<file path="config.mk">
export PLATFORM = sky130hd
export DESIGN_NAME = button_conditioner
export DESIGN_NICKNAME = d
export VERILOG_FILES = /design/src/rtl/button_conditioner.sv
export SDC_FILE = /design/constraint.sdc
export NUM_CORES = 1
export LEC_CHECK = 0
export BUFFER_PORTS_ARGS = -buffer_cell sky130_fd_sc_hd__clkbuf_2
export CAP_MARGIN = 20
export CORE_MARGIN = 4
export CORE_UTILIZATION = 45
export DETAILED_ROUTE_END_ITERATION = 16
export HOLD_SLACK_MARGIN = 0.03
export PLACE_DENSITY = 0.7
export SLEW_MARGIN = 25
export SYNTH_ARGS = -nofsm -noshare
export SYNTH_HDL_FRONTEND = slang
export SYNTH_SLANG_ARGS = --single-unit
</file>
<file path="constraint.sdc">
create_clock -name clk -period 1.45 [get_ports clk]
set_input_delay 0.145 -clock clk [delete_from_list [all_inputs] [get_ports clk]]
set_output_delay 0.145 -clock clk [all_outputs]
set_load 0.01 [all_outputs]
</file>
<file path="src/rtl/button_conditioner.sv">
// Multi-channel push-button conditioner: 2-flop synchronizer, tick-based debounce FSM, press/release pulses.
// Optional long-press detection (hold_pulse) is enabled by defining BUTTON_CONDITIONER_LONG_PRESS_EN.
module button_conditioner #(
  parameter int NUM_BTN        = 2,
  parameter int DEBOUNCE_TICKS = 10,
  parameter int HOLD_TICKS     = 1000
) (
  input  logic               clk,
  input  logic               rst,
  input  logic               tick_1ms,
  input  logic [NUM_BTN-1:0] btn_raw,
  output logic [NUM_BTN-1:0] btn_level,
  output logic [NUM_BTN-1:0] press_pulse,
  output logic [NUM_BTN-1:0] release_pulse,
  output logic [NUM_BTN-1:0] hold_pulse
);

  localparam int              CNT_W    = $clog2(DEBOUNCE_TICKS + 1);
  localparam logic [CNT_W-1:0] CNT_LAST = CNT_W'(DEBOUNCE_TICKS - 1);

  localparam logic [1:0] ST_IDLE         = 2'd0;
  localparam logic [1:0] ST_PRESS_WAIT   = 2'd1;
  localparam logic [1:0] ST_PRESSED      = 2'd2;
  localparam logic [1:0] ST_RELEASE_WAIT = 2'd3;

  logic [NUM_BTN-1:0]            meta_q, meta_d;
  logic [NUM_BTN-1:0]            sync_q, sync_d;
  logic [NUM_BTN-1:0][1:0]       state_q, state_d;
  logic [NUM_BTN-1:0][CNT_W-1:0] cnt_q, cnt_d;
  logic [NUM_BTN-1:0]            level_q, level_d;
  logic [NUM_BTN-1:0]            press_q, press_d;
  logic [NUM_BTN-1:0]            release_q, release_d;

  // Per-channel debounce FSM; a sync change always wins over a same-cycle tick.
  always_comb begin
    meta_d    = btn_raw;
    sync_d    = meta_q;
    state_d   = state_q;
    cnt_d     = cnt_q;
    level_d   = level_q;
    press_d   = '0;
    release_d = '0;
    for (int i = 0; i < NUM_BTN; i++) begin
      case (state_q[i])
        ST_IDLE: begin
          if (sync_q[i]) begin
            state_d[i] = ST_PRESS_WAIT;
            cnt_d[i]   = '0;
          end else begin
            state_d[i] = ST_IDLE;
          end
        end
        ST_PRESS_WAIT: begin
          if (!sync_q[i]) begin
            state_d[i] = ST_IDLE;
            cnt_d[i]   = '0;
          end else if (tick_1ms) begin
            cnt_d[i] = cnt_q[i] + CNT_W'(1);
            if (cnt_q[i] == CNT_LAST) begin
              state_d[i] = ST_PRESSED;
              level_d[i] = 1'b1;
              press_d[i] = 1'b1;
            end else begin
              state_d[i] = ST_PRESS_WAIT;
            end
          end else begin
            state_d[i] = ST_PRESS_WAIT;
          end
        end
        ST_PRESSED: begin
          if (!sync_q[i]) begin
            state_d[i] = ST_RELEASE_WAIT;
            cnt_d[i]   = '0;
          end else begin
            state_d[i] = ST_PRESSED;
          end
        end
        ST_RELEASE_WAIT: begin
          if (sync_q[i]) begin
            state_d[i] = ST_PRESSED;
          end else if (tick_1ms) begin
            cnt_d[i] = cnt_q[i] + CNT_W'(1);
            if (cnt_q[i] == CNT_LAST) begin
              state_d[i]   = ST_IDLE;
              level_d[i]   = 1'b0;
              release_d[i] = 1'b1;
            end else begin
              state_d[i] = ST_RELEASE_WAIT;
            end
          end else begin
            state_d[i] = ST_RELEASE_WAIT;
          end
        end
        default: begin
          state_d[i] = ST_IDLE;
          cnt_d[i]   = '0;
          level_d[i] = 1'b0;
        end
      endcase
    end
  end

  // Synchronizer, FSM and registered outputs.
  always_ff @(posedge clk) begin
    if (rst) begin
      meta_q    <= '0;
      sync_q    <= '0;
      state_q   <= '0;
      cnt_q     <= '0;
      level_q   <= '0;
      press_q   <= '0;
      release_q <= '0;
    end else begin
      meta_q    <= meta_d;
      sync_q    <= sync_d;
      state_q   <= state_d;
      cnt_q     <= cnt_d;
      level_q   <= level_d;
      press_q   <= press_d;
      release_q <= release_d;
    end
  end

  assign btn_level     = level_q;
  assign press_pulse   = press_q;
  assign release_pulse = release_q;

`ifdef BUTTON_CONDITIONER_LONG_PRESS_EN
  localparam int                HOLD_W    = $clog2(HOLD_TICKS + 1);
  localparam logic [HOLD_W-1:0] HOLD_DONE = HOLD_W'(HOLD_TICKS);
  localparam logic [HOLD_W-1:0] HOLD_LAST = HOLD_W'(HOLD_TICKS - 1);

  logic [NUM_BTN-1:0][HOLD_W-1:0] hold_cnt_q, hold_cnt_d;
  logic [NUM_BTN-1:0]             hold_q, hold_d;

  // Hold counter saturates at HOLD_TICKS; a release on the same tick suppresses the hold pulse.
  always_comb begin
    hold_cnt_d = hold_cnt_q;
    hold_d     = '0;
    for (int i = 0; i < NUM_BTN; i++) begin
      if (state_q[i] == ST_PRESS_WAIT && state_d[i] == ST_PRESSED) begin
        hold_cnt_d[i] = '0;
      end else if (tick_1ms && (state_q[i] == ST_PRESSED || state_q[i] == ST_RELEASE_WAIT) &&
                   hold_cnt_q[i] != HOLD_DONE) begin
        hold_cnt_d[i] = hold_cnt_q[i] + HOLD_W'(1);
        hold_d[i]     = (hold_cnt_q[i] == HOLD_LAST) && (state_d[i] != ST_IDLE);
      end else begin
        hold_cnt_d[i] = hold_cnt_q[i];
      end
    end
  end

  // Long-press counter and pulse registers.
  always_ff @(posedge clk) begin
    if (rst) begin
      hold_cnt_q <= '0;
      hold_q     <= '0;
    end else begin
      hold_cnt_q <= hold_cnt_d;
      hold_q     <= hold_d;
    end
  end

  assign hold_pulse = hold_q;
`else
  assign hold_pulse = '0;
`endif

endmodule

</file>
Word level (Yosys, flattened, before mapping)
Cells that the tools add are included.
- output and inout port bits: 8
- bits of input ports: 5
- flip-flop bits (word level): 22
- word-level logic and storage cells: 104
- reductions and logical operators: 12
- bitwise logic cells: 6
- equal/unequal tests: 24
- add/sub/neg operators: 2
- muxes and demuxes: 48
- operators by type and width (cell ; count):
    4-bit two-way mux ; 10
    2-bit inequality test, second input constant ; 16
    4-bit case mux with 4 select lines ; 2
    2-bit two-way mux ; 12
    1-bit two-way mux ; 20
    2-bit case mux with 4 select lines ; 2
    7-bit AND reduction ; 2
    3-bit OR reduction ; 4
    4-bit by 1-bit adder with 4-bit output, second input constant ; 2
    2-bit == test, second input constant ; 4
    4-bit == test, second input constant ; 2
    1-bit NOT ; 6
    3-bit AND reduction ; 2
    2-bit by 1-bit == test with 1-bit output, second input constant ; 2
    2-bit zero test ; 2
    1-bit case mux with 2 select lines ; 2
    2-bit nonzero test ; 2

Depth between registers and ports, before layout
Gate-level depths: netlist of run 1.
- depth in word-level cells: 5
- depth in mapped cells: 5
- mapped depth without buffers: 5

Worst setup path after synthesis of run 1
No wires, ideal clock.
- path kind: flip-flop to flip-flop
- start point: register cnt_q[0] (netlist bit)
- end point: register press_q[0], in the netlist press_pulse[0]
- cell stages (with the launch flop): 5
- required time: 1354 ps
- setup time: 96 ps
- clock period less this slack: 1138 ps
- buffers on the path: 0
- arrival time: 1042 ps
- slack: 312 ps
- path through: dfxtp_1 ha_1 and4b_1 nand2_1 nor4b_1
- cells in the longest elaborated chain, start to end: 3
- ends and longest elaborated chain (what ; RTL line ; RTL):
    start, declared ; 29 ; logic [NUM_BTN-1:0][CNT_W-1:0] cnt_q, cnt_d;
    start signal, assigned ; 117 ; cnt_q <= cnt_d;
    4-bit == test ; 59 ; if (cnt_q[i] == CNT_LAST) begin
    1-bit two-way mux ; 59 ;
    1-bit two-way mux ; 57 ; end else if (tick_1ms) begin
    end signal, assigned ; 119 ; press_q <= press_d;
    end, declared ; 31 ; logic [NUM_BTN-1:0] press_q, press_d;
Every way passes these cells.
A chain may end at the register's enable or synchronous reset.

Worst setup path in the final report of run 1
- start point: register sync_q[1]
- end point: register cnt_q[5] (netlist bit)
- cells in the longest elaborated chain, start to end: 2
- ends and longest elaborated chain (what ; RTL line ; RTL):
    start, declared ; 27 ; logic [NUM_BTN-1:0] sync_q, sync_d;
    start signal, assigned ; 115 ; sync_q <= sync_d;
    4-bit two-way mux or 2-bit inequality test (tied branches) ; -- ;
    4-bit case mux with 4 select lines or 3-bit AND reduction (tied branches) ; -- ;
Several ways; a longest one is shown, not always the timed one.

==> summary.md, run 1 <==
| Metric | Value |
|---|---|
| Nets | 144 |
| Top FF cell, synth | dfxtp_1 |
| Critical Path Max Stage Delay | 0.53 ns |
| Power Total | 1.17 mW |
| Sequential element share of the synthesized area | 39.2% |
| Post-Synth XOR/XNOR Area | 2.23% |
| Largest family of logic cells by synthesized area | simple AND/OR/NAND/NOR gates |
| Filler instances | 205 |
| Post-synthesis mux area share | 0% |
| Clock Pin Slew Worst Setup and Hold Paths | 0.13 ns |
| Mapped Cells | 127 |
| Routed length per placed instance | 13.5 µm |
| Final hold viol count | 0 |
| CP Max Fanout | 10 |
| Max-slew violations | 0 |
| Post-synth EDFFs | 0 |
| Overall routing resource usage | 13.3% |
| Gr ovfl total | 0 |
| Worst EP required | 1.70 ns |
| Initial DRC Count | 25 |
| Postcts setup bufs | 0 |
| Buf/Inv on CP | 0 |
| Mapped cell area | 0.00112 mm² |
| Io pins | 13 |
| Leak Pwr | 0.443 nW |
| FP Rows | 17 |
| Synth unique cells | 30 |
| HPWL after detailed placement | 1580 µm |
| WL final | 2190 µm |
| Layout cells sized above 1 | 17.2% |
| Largest net degree at the start of global routing | 14 |
| Startpoint Class | flop |
| Die Y | 57.9 µm |
| Detailed Routing Iterations Pass 1 | 4 |
| Total negative slack | 0 ns |
| Vias per inst | 6.04 |
| # setup viols final | 0 |
| Hold_buf cts | 0 |
| Tightest Hold Check Type | in -> reg |
| Clock Sinks | 22 |
| Max Clock Freq | 737 MHz |
| Yosys reg bits | 22 |
| Status | completed |
| Top post-synthesis cells by area | dfxtp_1, nand4b_1, o21ai_0 |
| Area share of the largest cell type after synthesis | 39.2% |
| Core ar. | 0.00230 mm² |
| Slowest cell on crit path | dfxtp_1 |
| CP top delay family | flip-flops |
| DIE WIDTH | 57.9 µm |
| Synth Area in Adders | 4.46% |
| Clk buf depth | 2 |
| Vias in the first global route | 814 |
| Post-DRT Antenna Nets | 0 |
| Crit path capture type | flop |
| Synth Area in Compound Gates | 13.8% |
| Residual DRC count | 0 |
| CTS root buf | clkbuf_4 |
| H-tree Lvls | 1 |
| Syn avg cell area | 8.84 µm² |
| Latest clock arrival within the worst-skew pair | 0.31 ns |
| CTS tree | built |
| Initial antenna violation count | 0 |
| Max Cap Viol | 0 |
| Post-synth top area cell | dfxtp_1 |
| Post_cts resized | 0 |
| Syn. warnings | 0 |
| Minimum clock period | 1.36 ns |
| Inserted Clock Buffers | 3 |
| Ys async rst share | 0% |
| Synth Area in Simple Gates | 31.7% |
| Placer Congestion | 0.792 |
| RSZ-0062 raised after global routing | false |
| Power Dens Cells | 960 mW/mm² |
| Critical Path AT | 1.61 ns |
| # diodes | 0 |
| Final Cycle Share | 93.6% |
| Clock Skews | 0.00818 ns |
| Crit path kind | reg -> reg |
| Peak supply drop | 0.770 mV |
| Die Area | 0.00336 mm² |
| Routed vias | 978 |
| Layout Area Growth over Synthesis | 8.70% |
| Starting density of the core | 48.9% |
| Worst path cell trace | xor2_1 -> nand4b_1 -> a31oi_1 |
| Input/output buffers | 10 |
| First-pass GRT wire length | 3560 µm |
==> final timing paths <==
path                                           start                    end  slack [ns]  cells past startpoint
worst min-delay path                      btn_raw[0]   meta_q[0]$_SDFF_PP0_        0.03                      2
worst max-delay path            sync_q[1]$_SDFF_PP0_  cnt_q[5]$_SDFFE_PP0P_        0.09                      3
worst max register to register  sync_q[1]$_SDFF_PP0_  cnt_q[5]$_SDFFE_PP0P_        0.09                      3
worst min register to register  meta_q[1]$_SDFF_PP0_   sync_q[1]$_SDFF_PP0_        0.47                      1
==> cell usage in the layout (no fill, tap or decap), types with 3 or more instances in the layout <==
| cell | count |
|---|---|
| nor2b_1 | 6 |
| inv_1 | 7 |
| ha_1 | 4 |
| nand4_1 | 4 |
| nand4b_1 | 8 |
| clkbuf_4 | 3 |
| buf_4 | 3 |
| o21ai_0 | 12 |
| clkbuf_2 | 10 |
| nand2_1 | 6 |
| a31oi_1 | 8 |
| dfxtp_1 | 22 |
| nand3_1 | 10 |
==> power by group <==
group	switching, mW	internal [mW]
registers	0.0142	0.616
logic	0.0399	0.0284
clock network	0.193	0.279
==> stage by stage <==
stage	cell area [µm²]	utilization, %	setup slack (ns)	std cells	hold WS [ns]
after floorplan	1130	-	0.312	128	0.273
after detailed placement	1170	50.8	0.163	158	0.365
after global routing	1220	53.1	0.0197	162	0.0461
after CTS	1220	53.1	0.133	162	0.0346
final	1220	53.1	0.0925	162	0.0342
after global placement	1170	50.8	0.189	158	0.360
==> layer usage <==
layer	part of all wire [%]	wire length, µm	GRT usage, %
met1	48	1040	16.7
met2	45	991	21.8
met3	5.6	122	3.34
met4	1.6	34	5.30
met5	0	0	0
==> cell type report <==
type	instances	area, µm²	share of cell area [%]
clock buffers	3	22.5	1.85
clock inverters	1	30.0	2.46
inverters	7	26.3	2.15
multi-input cells	88	593	48.6
flip-flops and latches	22	440	36.1
well taps	28	35.0	2.87
repair buffers	13	72.6	5.95
==> cells by family (layout without fill, tap and decap cells) <==
| family | count (synthesis) | in the layout |
|---|---|---|
| AND/OR/NAND/NOR | 54 | 54 |
| AO/OA/AOI/OAI | 26 | 26 |
| flip-flops | 22 | 22 |
| buffers and inverters | 18 | 24 |
| adder cells (fa/ha/maj) | 4 | 4 |
| XOR/XNOR | 2 | 2 |
| other | 1 | 2 |
==> sequential cells by signal (all words and copies together), names as in the netlist <==
| signal | flops |
|---|---|
| state_q | 4 |
| release_pulse | 2 |
| sync_q | 2 |
| press_pulse | 2 |
| btn_level | 2 |
| meta_q | 2 |
| cnt_q | 8 |
==> cell usage after synthesis (4+ instances only) <==
cell type	count
dfxtp_1	22
a31oi_1	8
nand2_1	6
nand4b_1	8
ha_1	4
buf_4	5
o21ai_0	12
nor2b_1	6
nand4_1	4
buf_2	5
inv_1	7
nand3_1	10
No activity file was read; power rests on OpenSTA's default activity.
==> run 2: changes to the inputs <==
Settings changed: CORE_UTILIZATION 45 to 46, PLACE_DENSITY 0.7 to 0.71.
==> run 2 against run 1 <==
Count of clock-buffer cells in the layout unchanged. Wire length decreased by 2.7%. Register-to-register slack improved by 0.07 ns. Via count decreased by 6.9%. Critical path depth increased by 1. Clock skew decreased by 0.0070 ns. Worst setup slack improved by 0.067 ns. Sequential power about the same. Cell area decreased by 3.1%. Largest power group unchanged.
==> summary.md, run 2 (synthesis gave the netlist of run 1 again) <==
| Metric | Value |
|---|---|
| Placer Congestion | 0.819 (was 0.792) |
| Clock Skews | 0.00118 ns (was 0.00818 ns) |
| Tightest Hold Check Type | in -> reg (unchanged) |
| # diodes | 0 (unchanged) |
| Latest clock arrival within the worst-skew pair | 0.30 ns (was 0.31 ns) |
| Number of flip-flops under the largest register name | 8 (unchanged) |
| Initial DRC Count | 19 (was 25) |
| WL final | 2130 µm (was 2190 µm) |
| Layout Area Growth over Synthesis | 5.35% (was 8.70%) |
| Clock Sinks | 22 (unchanged) |
| Detailed Routing Iterations Pass 1 | 4 (unchanged) |
| Input/output buffers | 10 (unchanged) |
| Vias per inst | 5.69 (was 6.04) |
| Critical Path AT | 1.51 ns (was 1.61 ns) |
| CTS root buf | clkbuf_4 (unchanged) |
| Most frequent cells in the layout | dfxtp_1, o21ai_0, nand3_1, clkbuf_2 (unchanged) |
| # setup viols final | 0 (unchanged) |
| HPWL after detailed placement | 1500 µm (was 1580 µm) |
| Utilization after layout | 52.0% (was 53.1%) |
| Power Total | 0.969 mW (was 1.17 mW) |
| Total negative slack | 0 ns (unchanged) |
| CP Max Fanout | 6 (was 10) |
| FP Rows | 17 (unchanged) |
| Overall routing resource usage | 14.1% (was 13.3%) |
| Pre-CTS WS | 0.183 ns (was 0.163 ns) |
| Placed Area | 0.00116 mm² (was 0.00117 mm²) |
| Slowest cell on crit path | dfxtp_1 (unchanged) |
| Io pins | 13 (unchanged) |
| Leak Pwr | 0.424 nW (was 0.443 nW) |
| Final hold viol count | 0 (unchanged) |
| Starting density of the core | 49.3% (was 48.9%) |
| Cell count after placement | 157 (was 158) |
| Gr ovfl total | 0 (unchanged) |
| Worst EP required | 1.67 ns (was 1.70 ns) |
| Status | completed (unchanged) |
| H-tree Lvls | 1 (unchanged) |
| Worst path cell trace | ha_1 -> and4b_1 -> nand2_1 -> nor4b_1 (was xor2_1 -> nand4b_1 -> a31oi_1) |
| Max Clock Freq | 775 MHz (was 737 MHz) |
| Critical Path Max Stage Delay | 0.43 ns (was 0.53 ns) |
| Core ar. | 0.00228 mm² (was 0.00230 mm²) |
| Largest net degree at the start of global routing | 17 (was 14) |
| Max Cap Viol | 0 (unchanged) |
| RSZ-0062 raised after global routing | false (unchanged) |
| Routed vias | 911 (was 978) |
| Max-slew violations | 0 (unchanged) |
| Most common cell after layout, fill and taps aside | dfxtp_1 (unchanged) |
| Layout cells sized above 1 | 15.9% (was 17.2%) |
| Clk buf depth | 2 (unchanged) |
| Hold slack | 0.0553 ns (was 0.0342 ns) |
| Die Area | 0.00329 mm² (was 0.00336 mm²) |
| Crit path kind | reg -> reg (unchanged) |
| Post-DRT Antenna Nets | 0 (unchanged) |
| Minimum clock period | 1.29 ns (was 1.36 ns) |
| Initial antenna violation count | 0 (unchanged) |
| Setup ws final | 0.159 ns (was 0.0925 ns) |
| Hold_buf cts | 0 (unchanged) |
| First-pass GRT wire length | 3730 µm (was 3560 µm) |
| Power Dens Cells | 819 mW/mm² (was 960 mW/mm²) |
| DIE WIDTH | 57.4 µm (was 57.9 µm) |
| Residual DRC count | 0 (unchanged) |
| Post_cts resized | 0 (unchanged) |
| Reg with most FFs | cnt_q (unchanged) |
| Postcts setup bufs | 0 (unchanged) |
| R2R setup slack | 0.16 ns (was 0.09 ns) |
| Largest regs | cnt_q x8, state_q x4 (unchanged) |
| Inserted Clock Buffers | 3 (unchanged) |
| Routed length per placed instance | 13.3 µm (was 13.5 µm) |
| Final Cycle Share | 89.0% (was 93.6%) |
| CTS tree | built (unchanged) |
| Post-route insts no fill | 160 (was 162) |
| Die Y | 57.4 µm (was 57.9 µm) |
| Vias in the first global route | 818 (was 814) |
| Crit path capture type | flop (unchanged) |
| Peak supply drop | 0.510 mV (was 0.770 mV) |
| Clock Pin Slew Worst Setup and Hold Paths | 0.12 ns (was 0.13 ns) |
| Nets | 143 (was 144) |
| Startpoint Class | flop (unchanged) |
| Post-route cell area | 0.00118 mm² (was 0.00122 mm²) |
==> run 2: final timing paths <==
kind,from,end,cells past startpoint
setup / recovery,cnt_q[0]$_SDFFE_PP0P_,press_pulse[0]$_SDFF_PP0_,4
hold / removal,btn_raw[1],meta_q[1]$_SDFF_PP0_,2
setup reg to reg,cnt_q[0]$_SDFFE_PP0P_,press_pulse[0]$_SDFF_PP0_,4
hold reg to reg,meta_q[0]$_SDFF_PP0_,sync_q[0]$_SDFF_PP0_,1
==> run 2: report_power, final <==
group	total (mW)	leakage, nW	internal, mW	switching (mW)
Combinational	0.0667	0.231	0.0268	0.0399
Sequential	0.630	0.178	0.616	0.0139
Clock	0.272	0.0138	0.0968	0.175
==> run 2: critical path, delay by kind of cell, from the launching register on <==
family	cells	cell delay, ns
simple gates	3	0.59
fa+ha+maj	1	0.19
flops	1	0.43
==> run 2: cell type report <==
type	instances	area, µm²
multi-input cells	88	593
repair buffers	12	65.1
well taps	28	35.0
fillers	213	1090
clock buffers	3	22.5
inverters	7	26.3
flip-flops and latches	22	440
==> run 2: layer usage <==
layer | wire [µm] | GRT usage, % | vias up
met5 | 0 | 0 | -
met4 | 17 | 5.96 | 0
met3 | 78 | 2.71 | 2
met2 | 969 | 22.1 | 16
met1 | 1070 | 18.8 | 419
li1 | - | - | 474
